## src/rtl/mod_counter_pkg.sv

```systemverilog
// Shared types and helpers for the cascaded modulo counter.
// digit_t is the default-width digit; clamp_mod gives the effective modulus.
// MOD_MIN is the smallest modulus a digit can run with.
package mod_counter_pkg;

    localparam int unsigned DIGIT_W_DEF = 4;
    localparam int unsigned MOD_MIN     = 2;

    typedef logic [DIGIT_W_DEF-1:0] digit_t;

    // Effective modulus: mod_val clamped to MOD_MIN .. 2^digit_w.
    function automatic int unsigned clamp_mod(input int unsigned mod_val,
                                              input int unsigned digit_w);
        int unsigned mod_max;
        mod_max = 32'd1 << digit_w;
        if (mod_val < MOD_MIN) begin
            clamp_mod = MOD_MIN;
        end else if (mod_val > mod_max) begin
            clamp_mod = mod_max;
        end else begin
            clamp_mod = mod_val;
        end
    endfunction

endpackage

```

## src/rtl/mod_digit.sv

```systemverilog
// One modulo-m up/down digit with saturating load; step_out chains to the next digit.
// Ports: clk/rst (async high), clr/load/load_val, step_in/dir/m in; value, step_out out.
// Latency: value updates one edge after step_in/clr/load; step_out is combinational.
module mod_digit
    import mod_counter_pkg::*;
#(
    parameter int DIGIT_W = 4
) (
    input  logic               clk,
    input  logic               rst,
    input  logic               clr,
    input  logic               load,
    input  logic [DIGIT_W-1:0] load_val,
    input  logic               step_in,
    input  logic               dir,
    input  logic [DIGIT_W:0]   m,
    output logic [DIGIT_W-1:0] value,
    output logic               step_out
);

    localparam logic [DIGIT_W-1:0] D_ONE = DIGIT_W'(1);
    localparam logic [DIGIT_W:0]   M_ONE = (DIGIT_W+1)'(1);

    logic [DIGIT_W:0]   m_dec;      // m-1 at full width
    logic [DIGIT_W-1:0] m_max;      // m-1 as a digit value (m <= 2^DIGIT_W so it fits)
    logic [DIGIT_W:0]   value_ext;
    logic [DIGIT_W-1:0] load_sat;
    logic [DIGIT_W-1:0] next_val;
    logic               wrap;

    assign m_dec     = m - M_ONE;
    assign m_max     = m_dec[DIGIT_W-1:0];
    assign value_ext = {1'b0, value};

    // A load digit at or above the modulus saturates to the top value.
    assign load_sat = ({1'b0, load_val} >= m) ? m_max : load_val;

    always_comb begin
        next_val = value;
        wrap     = 1'b0;
        if (dir) begin
            // Out-of-range values (after a modulus drop) also wrap to 0 with carry.
            if (value_ext >= m_dec) begin
                next_val = '0;
                wrap     = 1'b1;
            end else begin
                next_val = value + D_ONE;
            end
        end else begin
            if (value == '0) begin
                next_val = m_max;
                wrap     = 1'b1;
            end else if (value_ext > m_dec) begin
                // Out of range going down: snap to top without borrowing.
                next_val = m_max;
            end else begin
                next_val = value - D_ONE;
            end
        end
    end

    assign step_out = step_in & wrap;

    always_ff @(posedge clk or posedge rst) begin
        if (rst) begin
            value <= '0;
        end else if (clr) begin
            value <= '0;
        end else if (load) begin
            value <= load_sat;
        end else if (step_in) begin
            value <= next_val;
        end
    end

endmodule

```

## src/rtl/mod_counter_multi.sv

```systemverilog
// N-digit cascaded modulo up/down counter with prescaler, clear, saturating load.
// Ports: sys_clk_in/sys_rst (async high); en, dir, mod_val, clr, load, load_data in;
//        count, tc (terminal count), carry_out (wrap pulse), ovf (sticky wrap) out.
module mod_counter_multi
    import mod_counter_pkg::*;
#(
    parameter int DIGITS   = 4,
    parameter int DIGIT_W  = 4,
    parameter int PRESCALE = 1
) (
    input  logic                      sys_clk_in,
    input  logic                      sys_rst,
    input  logic                      en,
    input  logic                      dir,
    input  logic [DIGIT_W:0]          mod_val,
    input  logic                      clr,
    input  logic                      load,
    input  logic [DIGITS*DIGIT_W-1:0] load_data,
    output logic [DIGITS*DIGIT_W-1:0] count,
    output logic                      tc,
    output logic                      carry_out,
    output logic                      ovf
);

    localparam logic [DIGIT_W:0] M_ONE = (DIGIT_W+1)'(1);

    logic [DIGIT_W:0] m;
    logic             step;
    logic [DIGITS:0]  step_chain;
    logic             wrap;

    assign m = (DIGIT_W+1)'(clamp_mod(32'(mod_val), DIGIT_W));

    // Prescaler: step fires on the PRESCALE-th enabled cycle.
    generate
        if (PRESCALE > 1) begin : g_presc
            localparam int PW = $clog2(PRESCALE);
            localparam logic [PW-1:0] P_LAST = PW'(PRESCALE - 1);
            localparam logic [PW-1:0] P_ONE  = PW'(1);
            logic [PW-1:0] presc;

            assign step = en && (presc == P_LAST);

            always_ff @(posedge sys_clk_in or posedge sys_rst) begin
                if (sys_rst) begin
                    presc <= '0;
                end else if (clr || load) begin
                    presc <= '0;
                end else if (en) begin
                    presc <= (presc == P_LAST) ? '0 : presc + P_ONE;
                end
            end
        end else begin : g_nopresc
            assign step = en;
        end
    endgenerate

    assign step_chain[0] = step;

    generate
        for (genvar i = 0; i < DIGITS; i++) begin : g_digit
            mod_digit #(
                .DIGIT_W (DIGIT_W)
            ) u_digit (
                .clk      (sys_clk_in),
                .rst      (sys_rst),
                .clr      (clr),
                .load     (load),
                .load_val (load_data[i*DIGIT_W +: DIGIT_W]),
                .step_in  (step_chain[i]),
                .dir      (dir),
                .m        (m),
                .value    (count[i*DIGIT_W +: DIGIT_W]),
                .step_out (step_chain[i+1])
            );
        end
    endgenerate

    // Carry/borrow out of the top digit is a whole-counter wrap.
    assign wrap = step_chain[DIGITS];

    always_ff @(posedge sys_clk_in or posedge sys_rst) begin
        if (sys_rst) begin
            carry_out <= 1'b0;
            ovf       <= 1'b0;
        end else if (clr || load) begin
            carry_out <= 1'b0;
            ovf       <= 1'b0;
        end else begin
            carry_out <= wrap;
            if (wrap) begin
                ovf <= 1'b1;
            end
        end
    end

    // Terminal count: all digits at m-1 going up, all zero going down.
    always_comb begin
        logic tc_up;
        logic tc_dn;
        tc_up = 1'b1;
        tc_dn = 1'b1;
        for (int i = 0; i < DIGITS; i++) begin
            if ({1'b0, count[i*DIGIT_W +: DIGIT_W]} != (m - M_ONE)) begin
                tc_up = 1'b0;
            end
            if (count[i*DIGIT_W +: DIGIT_W] != '0) begin
                tc_dn = 1'b0;
            end
        end
        tc = dir ? tc_up : tc_dn;
    end

endmodule
```

## config.mk

```make
export PLATFORM = sky130hd
export DESIGN_NAME = mod_counter_multi
export DESIGN_NICKNAME = d
export VERILOG_FILES = /design/src/rtl/mod_counter_pkg.sv /design/src/rtl/mod_digit.sv /design/src/rtl/mod_counter_multi.sv
export SDC_FILE = /design/constraint.sdc
export NUM_CORES = 1
export LEC_CHECK = 0
export BUFFER_PORTS_ARGS = -buffer_cell sky130_fd_sc_hd__buf_2
export CORE_UTILIZATION = 33
export DETAILED_ROUTE_END_ITERATION = 10
export PLACE_DENSITY = 0.6
export SLEW_MARGIN = 20
export SYNTH_ARGS = -nofsm -noshare
export SYNTH_HDL_FRONTEND = slang
export SYNTH_HIERARCHICAL = 1
export SYNTH_SLANG_ARGS = --single-unit
```

## constraint.sdc

```tcl
create_clock -name sys_clk_in -period 3.5 [get_ports sys_clk_in]
set_input_delay 0.525 -clock sys_clk_in [delete_from_list [all_inputs] [get_ports sys_clk_in]]
set_output_delay 0.525 -clock sys_clk_in [all_outputs]
set_load 0.03 [all_outputs]
```

* After elaboration in Yosys (flattened, before gate mapping)
Index checks and enable logic that the tools add are counted.
** Cells by class
- Bitwise operators :: 4
- Add/subtract/negate cells :: 9
- Mux-type cells :: 58
- Reduce and logical (&&, ||, !) cells :: 14
- Magnitude comparators :: 14
- Eq/ne operators :: 4
** Operators with widths (count)
- $mux W4 :: 32
- $ge A4 B5 Y1 :: 8
- $mux W1 :: 24
- $gt A4 B5 Y1 :: 4
- $ne A4 B5 Y1 :: 4
- $add A4 B1 Y4 const B :: 4
- $logic_not A4 Y1 :: 4
- $reduce_bool A4 Y1 :: 4
- $sub A4 B1 Y4 const B :: 4
- $reduce_bool A3 Y1 :: 4
- $mux W5 :: 2
- $gt A5 B5 Y1 const B :: 1
- $lt A5 B2 Y1 const B :: 1
- $sub A5 B1 Y5 const B :: 1
- $and A1 B1 Y1 :: 4
- $reduce_bool A2 Y1 :: 1
- $logic_or A1 B1 Y1 :: 1
** Word-level totals
- Output and inout bits :: 19
- Word-level logic and storage cells :: 109
- Input bits :: 27
- Register bits :: 18

* Logic depth before layout (Yosys ltp)
- Word-level depth :: 13
- Gate-level depth with buffers :: 21

* Modules after synthesis
The synthesis kept the hierarchy.
** By module, submodules not included
- mod_digit :: instances 4, cells an instance 93, seq. area each 100.1 sq um, area an instance 747.0 sq um
- mod_counter_multi :: instances 1, cells an instance 38, seq. area each 50.0 sq um, area an instance 312.8 sq um

* Worst setup path after synthesis
OpenSTA, ideal clock, no wires.
- Path type :: input port to flip-flop
- Start point :: input mod_val[3]
- End point :: register g_digit[3].u_digit.value[0]
- Required time :: 3.406 ns
- Path buffers :: 0
- Arrival time :: 4.176 ns
- Stages :: 19
- Setup time :: 0.094 ns
- Setup slack :: -0.770 ns
- Cells stage by stage :: nor3_1 or3b_4 inv_1 inv_1 ha_1 xor2_1 inv_1 ha_1 nand4_1 nand3_1 a31oi_1 nor2_1 inv_1 nor2_1 inv_1 nor2_1 inv_1 or4_4 a221oi_2
** On the way
- Longest elaborated chain between the ends :: 11
- Elaborated cells between the ends (all ways) :: 29
** RTL lines
- start: declaration :: RTL line mod_counter_multi.sv:15 : input logic [DIGIT_W:0] mod_val,
- $gt A5 B5 Y1 :: RTL line mod_counter_pkg.sv:18 : end else if (mod_val > mod_max) begin
- $mux W5 :: RTL line mod_counter_pkg.sv:18
- $mux W5 * :: RTL line mod_counter_pkg.sv:16 : if (mod_val < MOD_MIN) begin
- via m[0] :: RTL line mod_counter_multi.sv:27 : logic [DIGIT_W:0] m;
- $sub A5 B1 Y5 * :: RTL line mod_digit.sv:31 : assign m_dec = m - M_ONE;
- $ge A4 B5 Y1 * :: RTL line mod_digit.sv:43 : if (value_ext >= m_dec) begin
- $mux W1 * :: RTL line mod_digit.sv:43
- $mux W1 * :: RTL line mod_digit.sv:41 : if (dir) begin
- $and A1 B1 Y1 * :: RTL line mod_digit.sv:62 : assign step_out = step_in & wrap;
- via step_chain[1] :: RTL line mod_counter_multi.sv:29 : logic [DIGITS:0] step_chain;
- $and A1 B1 Y1 * :: RTL line mod_digit.sv:62
- via step_chain[2] :: RTL line mod_counter_multi.sv:29
- $and A1 B1 Y1 * :: RTL line mod_digit.sv:62
- via step_chain[3] :: RTL line mod_counter_multi.sv:29
- $reduce_bool A3 Y1 (no source line) *
- end signal: assignment :: RTL line mod_digit.sv:70 : value <= load_sat;
- end signal: assignment :: RTL line mod_digit.sv:72 : value <= next_val;
- end: declaration :: RTL line mod_digit.sv:17 : output logic [DIGIT_W-1:0] value,
The timed path passes the listed nets; every way through them passes the cells marked *. The select of a mux whose other input is x is not followed.
A chain may end at the register's enable or synchronous reset.

* Worst setup path after layout
- Start point :: input mod_val[2]
- End point :: register g_digit[3].u_digit.value[0]
** On the way
- Longest elaborated chain between the ends :: 11
- Elaborated cells between the ends (all ways) :: 29
** RTL lines (RTL line)
- $gt A5 B5 Y1 :: mod_counter_pkg.sv:18
- $mux W5 :: mod_counter_pkg.sv:18
- $mux W5 * :: mod_counter_pkg.sv:16
- via m[0] :: mod_counter_multi.sv:27
- $sub A5 B1 Y5 * :: mod_digit.sv:31
- $ge A4 B5 Y1 :: mod_digit.sv:43
- $mux W1 :: mod_digit.sv:43
- $mux W1 :: mod_digit.sv:41
- $and A1 B1 Y1 :: mod_digit.sv:62
- $and A1 B1 Y1 * :: mod_digit.sv:62
- via step_chain[2] :: mod_counter_multi.sv:29
- $and A1 B1 Y1 * :: mod_digit.sv:62
- via step_chain[3] :: mod_counter_multi.sv:29
- $reduce_bool A3 Y1 (no source line) *
Marked as above.

==> out/qor.yml <==
arrival_ns: 3.52
setup_slack_ns: 0.0699
worst_pin_slew_ns: 0.963
cts_buffers: 3
reg2reg_slack_ns: 0.81
irDropWorstVdd_uv: 149
grt_max_degree: 55
drt-initial-drc-count: 101
avgSynthCellArea_um2: 8.05
p_int_uw: 674
initial_utilization: 0.339
max-slew-margin-rel: 0.358
critPathKind: "in2reg"
synth_edf_count: 0
insertedDiodeCount: 0
dp_slack_ns: -0.201
fin_setup_tns_ns: 0
synth_top_area_frac: 0.171
drcViolationCount: 0
finalCritPeriodShare: 0.980
power.leakage_nw: 2.01
crit_fanout: 6
die_y_um: 102
root_buffer: "clkbuf_8"
clk_latency_ns: 0.26
min_period_ns: 3.43
cts_tree: "done"
finalHoldViolCount: 0
die-area_mm2: 0.0104
postSynthNetCount: 482
rsz0062_at_grt: "yes"
finalWirelength_mm: 10.2
combPwrFrac: 0.637
p_seq_frac: 0.243
vias: 3484
max_freq_mhz: 292
finClkSkew_ns: 0.00307
grt_util_all_layers: 0.200
synth_area_mm2: 0.00330
start_kind: "primary input"
cts_sinks: 18
hp-class: "in2async"
synthToLayoutAreaGrowth_pct: 29.3
clk_pin_slew_ns: 0.07
ys_ff_latch: 18
yosysTopAreaCell: "ha_1"
cp.required_ns: 3.59
synth_area_leaders: "ha_1 17%, dfrtp_1 14%, inv_1 5.8%, nor3_1 5.2%, xor2_1 4.5%"
cap_violations: 0
slew_viol_final: 0
switching_share: 0.457
grt_pass1_wl_mm: 16.2
stdcell_count: 640
ys.flop_type: "dfrtp_1"
p_switching_uw: 568
power_frac_clock: 0.121
final_util: 0.439
avgViaCountPerCell: 5.44
core_area_mm2: 0.00973
gp_congestion: 0.850
final_nets: 581
overflow: 0
first_global_vias: 3388
rows: 36
setup_viol: 0
yosysWarnings: 6
cp-end-kind: "flop"
yosys-top-cells-count: "51 x inv_1, 45 x ha_1, 34 x nor3_1"
dpl.cell_count: 629
ys_seq_area_frac: 0.136
async_reset_ff_frac: 1.00
synth.most_common_cell: "inv_1"
cts.path.max_buffers: 2
drt_first_pass_iters: 4
die_x_um: 102
outcome: "completed"
wl_per_cell_um: 16.0
ios: 46
ant_nets: 0
portBuffers: 45
ys_types: 45
antenna_found_initial: 0
synthCells: 410
ctsHtreeMaxLevel: 1
p_per_area_mw_per_mm2: 291
dpl.hpwl_mm: 8.01
drive_gt1_frac: 0.345
[worst paths after layout]
check	from	endpoint	cells past startpoint
min in group sys_clk_in	ovf$_DFFE_PP0P_	ovf$_DFFE_PP0P_	2
min reg2reg	ovf$_DFFE_PP0P_	ovf$_DFFE_PP0P_	2
min	sys_rst	ovf$_DFFE_PP0P_	2
max	mod_val[2]	g_digit[3].u_digit/value[0]$_DFFE_PP0P_	18
max reg2reg	g_digit[0].u_digit/value[0]$_DFFE_PP0P_	g_digit[3].u_digit/value[0]$_DFFE_PP0P_	14
max in group asynchronous	sys_rst	g_digit[3].u_digit/value[2]$_DFFE_PP0P_	2
[power by group through the flow]
stage               clock, mW  sequential, mW  combinational, mW
floorplan                   0           0.313              0.481
global placement            0           0.303              0.736
detailed placement          0           0.303              0.752
CTS                     0.155           0.299              0.755
global route            0.163           0.307              0.873
finish                  0.150           0.301              0.791
[placed cells by master (no fill, tap or decap), types with 3 or more instances in the layout]
master,n
dfrtp_1,18
a221oi_1,7
a211o_1,8
xor2_2,3
nand2_1,9
inv_1,43
inv_2,6
nand4_1,9
o311ai_0,4
xor2_1,14
nor3_1,31
or3_1,9
o41ai_1,4
buf_4,66
a2111oi_2,4
or4_1,5
nor3_2,3
mux2i_1,8
nand2b_1,8
xnor2_1,16
or4_4,4
nor2b_1,8
ha_1,42
a31oi_1,7
buf_2,45
a22oi_1,5
a21boi_0,4
nor2_1,24
nor2_2,6
a221oi_2,5
o211ai_1,12
o311a_1,4
clkbuf_8,3
a21oi_1,16
nand3_1,7
nor3b_2,8
and2_1,4
a211oi_2,4
[registers in the layout (all words and copies together) (netlist names)]
register	count
carry_out	1
g_digit.u_digit/value	16
ovf	1
[area by class of cell]
cell class	instances	area, um2
clock buffers	3	41.3
fillers	991	5460
inverters	51	198
multi-input cells	324	2690
flip-flops and latches	18	450
well taps	133	166
repair buffers	111	721
[cell families after synthesis]
group | after synthesis | share of synthesized area
simple gates | 147 | 0.265
compound gates | 88 | 0.220
buf+inv | 68 | 0.0819
fa+ha+maj | 45 | 0.171
xor+xnor | 33 | 0.0876
flops | 18 | 0.136
mux | 11 | 0.0379
[worst max-delay path, stage by stage]
cell and delay, ns:
buf_2 0.12, nor3_2 0.04, or3b_4 0.41, clkinvlp_4 0.13, inv_1 0.07, ha_1 0.32, ha_1 0.31, nor2b_2 0.17
o211ai_1 0.23, nand3_1 0.16, a31oi_2 0.25, nor2_4 0.08, inv_4 0.09, nor2_4 0.04, inv_2 0.11, nor3_1 0.08
a221oi_2 0.30, a221oi_2 0.09
[metal layers]
| layer | routed length (um) | GRT usage | vias to the layer above | share of wire |
|---|---|---|---|---|
| li1 | - | - | 1709 | - |
| met1 | 4640 | 0.263 | 1653 | 0.45 |
| met2 | 4850 | 0.337 | 98 | 0.47 |
| met3 | 474 | 0.0287 | 24 | 0.046 |
| met4 | 266 | 0.0604 | 0 | 0.026 |
| met5 | 0 | 0 | - | 0 |
[repair_timing]
item                       CTS  global route
setup endpoints to repair    0            10
buffers inserted             0             8
resized for setup            0            16
hold buffers                 0             0
[per-stage QoR]
step	total power [mW]	instance area, um2	hold WS (ns)
final	1.24	4270	0.179
after global routing	1.34	4270	0.168
after CTS	1.21	4140	0.169
after detailed placement	1.05	4100	0.449
after global placement	1.04	4100	0.443
after floorplan	0.795	3350	0.266
Note: power is estimated with default switching activity, not from simulation.
